### src/rtl/apb_timer_regs_mc.sv
// APB3 register block for a multi-channel timer: per-channel TDR/TCR/TSR/TIER
// behind a wait-state access FSM. Interrupt logic is built only when TIMER_IRQ_EN is defined.
module apb_timer_regs_mc #(
    parameter int unsigned NUM_CH      = 2,
    parameter int unsigned CNT_WIDTH   = 32,
    parameter int unsigned WAIT_CYCLES = 0
) (
    input  logic                          pclk,
    input  logic                          preset,
    input  logic                          psel,
    input  logic                          penable,
    input  logic                          pwrite,
    input  logic [7:0]                    paddr,
    input  logic [31:0]                   pwdata,
    output logic [31:0]                   prdata,
    output logic                          pready,
    output logic                          pslverr,
    input  logic [NUM_CH-1:0]             ovf_trig,
    input  logic [NUM_CH-1:0]             udf_trig,
    output logic [NUM_CH-1:0]             en,
    output logic [NUM_CH-1:0]             updown,
    output logic [NUM_CH-1:0]             load,
    output logic [2*NUM_CH-1:0]           cks,
    output logic [NUM_CH*CNT_WIDTH-1:0]   tdr,
    output logic [2*NUM_CH-1:0]           clr_trig,
    output logic [NUM_CH-1:0]             irq
);

    localparam int unsigned WCW = 3;

    typedef enum logic [1:0] {IDLE, SETUP, ACCESS} state_t;

    state_t           state, state_nxt;
    logic [WCW-1:0]   wcnt, wcnt_nxt;
    logic [1:0]       ch, off;
    logic             valid, done, wr_done;
    logic [2*NUM_CH-1:0] tsr;
    logic [2*NUM_CH-1:0] tier;
    logic             unused_wdata;

    assign ch           = paddr[5:4];
    assign off          = paddr[3:2];
    assign valid        = (32'(ch) < NUM_CH) && (paddr[1:0] == 2'd0) && (paddr[7:6] == 2'd0);
    assign done         = psel && penable && pready;
    assign wr_done      = done && pwrite && valid;
    assign pslverr      = done && !valid;
    assign unused_wdata = ^pwdata;

    always_ff @(posedge pclk) begin
        if (preset) begin
            state <= IDLE;
            wcnt  <= '0;
        end else begin
            state <= state_nxt;
            wcnt  <= wcnt_nxt;
        end
    end

    // Access phase: SETUP is a fixed extra cycle, then WAIT_CYCLES wait states in ACCESS.
    always_comb begin
        state_nxt = state;
        wcnt_nxt  = wcnt;
        pready    = 1'b0;
        case (state)
            IDLE: begin
                if (psel && !penable) state_nxt = SETUP;
            end
            SETUP: begin
                wcnt_nxt  = '0;
                state_nxt = ACCESS;
            end
            ACCESS: begin
                pready   = (wcnt == WCW'(WAIT_CYCLES));
                wcnt_nxt = wcnt + WCW'(1);
                if (!psel || (penable && pready)) state_nxt = IDLE;
            end
            default: state_nxt = IDLE;
        endcase
    end

    // Per-channel control/data registers; status set beats a same-cycle clear.
    always_ff @(posedge pclk) begin
        if (preset) begin
            tdr    <= '0;
            en     <= '0;
            updown <= '0;
            cks    <= '0;
            load   <= '0;
            tsr    <= '0;
        end else begin
            load <= '0;
            for (int c = 0; c < NUM_CH; c++) begin
                if (wr_done && ch == 2'(c)) begin
                    case (off)
                        2'd0: tdr[c*CNT_WIDTH +: CNT_WIDTH] <= pwdata[CNT_WIDTH-1:0];
                        2'd1: begin
                            updown[c]      <= pwdata[5];
                            en[c]          <= pwdata[4];
                            cks[2*c +: 2]  <= pwdata[1:0];
                            load[c]        <= pwdata[7];
                        end
                        default: ;
                    endcase
                end
                tsr[2*c +: 2] <= (tsr[2*c +: 2] & ~clr_trig[2*c +: 2]) | {udf_trig[c], ovf_trig[c]};
            end
        end
    end

    always_comb begin
        clr_trig = '0;
        for (int c = 0; c < NUM_CH; c++) begin
            if (wr_done && ch == 2'(c) && off == 2'd2) clr_trig[2*c +: 2] = pwdata[1:0];
        end
    end

`ifdef TIMER_IRQ_EN
    always_ff @(posedge pclk) begin
        if (preset) begin
            tier <= '0;
            irq  <= '0;
        end else begin
            for (int c = 0; c < NUM_CH; c++) begin
                if (wr_done && ch == 2'(c) && off == 2'd3) tier[2*c +: 2] <= pwdata[1:0];
                irq[c] <= |(tsr[2*c +: 2] & tier[2*c +: 2]);
            end
        end
    end
`else
    assign tier = '0;
    assign irq  = '0;
`endif

    // Read data is driven only while a valid read is completing.
    always_comb begin
        prdata = '0;
        if (done && !pwrite && valid) begin
            for (int c = 0; c < NUM_CH; c++) begin
                if (ch == 2'(c)) begin
                    case (off)
                        2'd0:    prdata = 32'(tdr[c*CNT_WIDTH +: CNT_WIDTH]);
                        2'd1:    prdata = 32'({updown[c], en[c], 2'b00, cks[2*c +: 2]});
                        2'd2:    prdata = 32'(tsr[2*c +: 2]);
                        default: prdata = 32'(tier[2*c +: 2]);
                    endcase
                end
            end
        end
    end

endmodule
### config.mk
export PLATFORM = sky130hd
export DESIGN_NAME = apb_timer_regs_mc
export DESIGN_NICKNAME = d
export VERILOG_FILES = /design/src/rtl/apb_timer_regs_mc.sv
export SDC_FILE = /design/constraint.sdc
export NUM_CORES = 1
export LEC_CHECK = 0
export ABC_AREA = 1
export BUFFER_PORTS_ARGS = -buffer_cell sky130_fd_sc_hd__buf_2
export CAP_MARGIN = 10
export CORE_ASPECT_RATIO = 1.2
export CORE_UTILIZATION = 52
export DETAILED_ROUTE_END_ITERATION = 12
export PLACE_DENSITY = 0.84
export SYNTH_ARGS = -nofsm -noshare
export SYNTH_HDL_FRONTEND = slang
export SYNTH_SLANG_ARGS = --single-unit
### constraint.sdc
create_clock -name pclk -period 4.5 [get_ports pclk]
set_input_delay 0.225 -clock pclk [delete_from_list [all_inputs] [get_ports pclk]]
set_output_delay 0.225 -clock pclk [all_outputs]
set_load 0.02 [all_outputs]
==> out/metrics.yaml <==
status: "finished clean"
synth_edf_count: 0
startpoint_type: "flop"
async_flop_share_pct: 0
regArea_sq_mm: 0.00166
synth_mux_area_share_pct: 0
cts_max_level: 3
startpoint: "state[0]"
initial_utilization_pct: 54.2
irDropWorstVdd_v: 0.000162
gp_congestion: 0.970
hp-class: "input port to flop"
cts_buffers: 9
clockBufferDepth: 2
final_common_cell: "buf_2"
synth_top_family_by_area: "compound AO/OA/AOI/OAI gates"
drc: 0
postCtsSetupBuffers: 0
post_cts_resized: 0
synth-xor-area-share_pct: 0.222
crit_path_max_incr_delay_ns: 0.33
fmax_mhz: 444
yosys_most_used_dff: "dfxtp_1"
track_usage_pct: 25.5
antenna_found_initial: 0
drt-total-wl_um: 10100
grt_max_degree: 66
min_period_over_period_pct: 50.0
first_global_vias: 3666
cts_tree: "yes"
synthAdderAreaFrac_pct: 1.59
netlist_instances: 549
cpLargestDelayFamily: "simple AND/OR/NAND/NOR gates"
worst_slew_pin_slew_ns: 0.612
num_vias: 4013
drt.antenna.violating_nets: 0
n_antenna_cell: 0
wl_per_cell_um: 12.9
rr_endpoint: "tdr[41]"
fin_skew_ns: 0.00684
setup-violations-final: 0
drt_iter0_drc: 220
core_sq_mm: 0.00727
drt-pass1-iter-count: 4
path_buf_inv: 3
syn_area_per_cell_sq_um: 7.18
setup.worst_path.class: "flop to output pin"
r2r_cells: 9
slew_headroom_pct: 59.2
whs_endpoint: "tsr[0]"
critPathMostFrequentCell: "inv_1"
synth_compound_area_share_pct: 23.4
multi_input_area_sq_mm: 0.00167
hpwl_um: 7190
ys_types: 31
r2r_slack_ns: 2.42
worstSetupEndpointType: "output pin"
hold_ws_ns: 0.107
overflow: 0
layout_common_cells: "buf_2, a21oi_1, inv_1, nand2_1, dfxtp_1"
clk_latency_ns: 0.35
drive_gt1_share_pct: 27.6
hold_buffers: 0
timing.rr.start: "state[0]"
maxSlewViolCount: 0
cts.clk_slew.worst_paths_ns: 0.08
min_from: "ovf_trig[0]"
synthToLayoutAreaGrowth_pct: 23.3
die_h_um: 97.4
placed_cells: 770
cts.sink_count: 83
power.leakage_nw: 2.24
yosysWarnings: 0
cp_slowest_cell: "dfxtp_1"
rsz0062_at_grt: "no"
cts_root_buffer: "clkbuf_8"
min_path_cells: 3
final_hold_viol_count: 0
pin_count: 163
arrival_ns: 2.03
worstPathRequired_ns: 4.28
fp.dieArea_sq_mm: 0.00793
p_per_area_mw_per_mm2: 329
die_w_um: 81.5
cap_violations: 0
via_per_inst: 5.11
fill_cells: 636
path_cells: "inv_1, ha_1, nand2_1, nor2_4, inv_1, nor3_2, nand3_1, nor2_1, buf_2"
setup_tns_ns: 0
layout.cells.non_filler: 785
crit_fanout: 4
rows: 34
io_buffers: 160
grt_pass1_wl_um: 15900
yosys.area_share.simple_pct: 16.9
nets: 745
syn_area_sq_mm: 0.00394
yosysSeqAreaShare_pct: 42.2
synth-seq-cells: 83
fin_crit_ns: 2.25
-- cell families (layout without fill, tap and decap cells) --
group                      Yosys count  after routing
AOI/OAI and AO/OA                  180            180
xor gates and xnor gates             1              1
adders and majority gates            5              5
buffers and inverters              131            276
DFF                                 83             83
other                                1              2
and+or+nand+nor                    148            148
-- power breakdown --
group | switching [W] | total, W | internal, W
clock | 0.000262 | 0.000627 | 0.000365
sequential | 0.0000121 | 0.000764 | 0.000752
combinational | 0.000129 | 0.000206 | 0.0000769
total | 0.000403 | 0.00160 | 0.00119
-- cell usage after synthesis, types with 2 or more instances --
master,n,area (sq um)
buf_2,2,10.0
nor2_4,2,22.5
clkbuf_1,10,37.5
inv_1,95,357
clkbuf_4,2,15.0
a21oi_1,104,521
nand2_2,3,18.8
o21ai_1,36,180
nand2_4,2,22.5
o21ai_0,31,155
nand3_1,9,45.0
buf_4,6,45.0
inv_2,4,15.0
ha_1,5,62.6
o221ai_1,4,35.0
nor2_1,29,109
buf_6,12,135
o22ai_1,4,25.0
dfxtp_1,83,1660
nor3_1,3,15.0
nand2_1,90,338
nand4_1,4,25.0
-- cell type report --
type | count | share of cell area (%)
inverter | 99 | 7.65
timing repair buffer | 162 | 16.8
clock buffer | 10 | 2.63
multi-input combinational | 336 | 34.3
tap | 90 | 2.32
sequential | 83 | 34.2
clock inverter | 5 | 2.11
-- per-stage QoR --
step | cell area [sq um] | utilization [%] | total power, W | setup WS (ns)
finish | 4860 | 66.8 | 0.00160 | 2.25
global route | 4860 | 66.8 | 0.00167 | 2.03
floorplan | 3940 | - | 0.000922 | 2.79
global placement | 4630 | 63.6 | 0.000971 | 2.41
detailed placement | 4630 | 63.6 | 0.000982 | 2.37
CTS | 4860 | 66.8 | 0.00160 | 2.25
-- worst max-delay path by stage --
stage,to,slack (ns),depth (start not counted)
final,clr_trig[1],2.25,9
after global routing,clr_trig[3],2.03,9
after CTS,clr_trig[1],2.25,9
after detailed placement,tdr[41],2.37,9
after global placement,tdr[38],2.41,9
after floorplan,prdata[10],2.79,7
-- sequential cells by signal (all words and copies together) (netlist names) --
| name | cells |
|---|---|
| tdr | 64 |
| cks | 4 |
| tsr | 4 |
| wcnt | 3 |
| en | 2 |
| load | 2 |
| state | 2 |
| updown | 2 |
-- tightest hold or removal path, delay by kind of cell --
family / cells / cell delay (ns)
compound gates: 1 / 0.05
buf+inv: 2 / 0.13
-- metal layers --
layer / track usage [%] / routed length (um) / vias up / part of all wire [%]
met5: 0 / 0 / - / 0
met4: 13.2 / 246 / 0 / 2.4
met3: 4.79 / 599 / 22 / 5.9
met1: 28.0 / 4090 / 1804 / 40
met2: 44.8 / 5210 / 156 / 51
li1: - / - / 2031 / -
(Power assumes the default switching activity.)
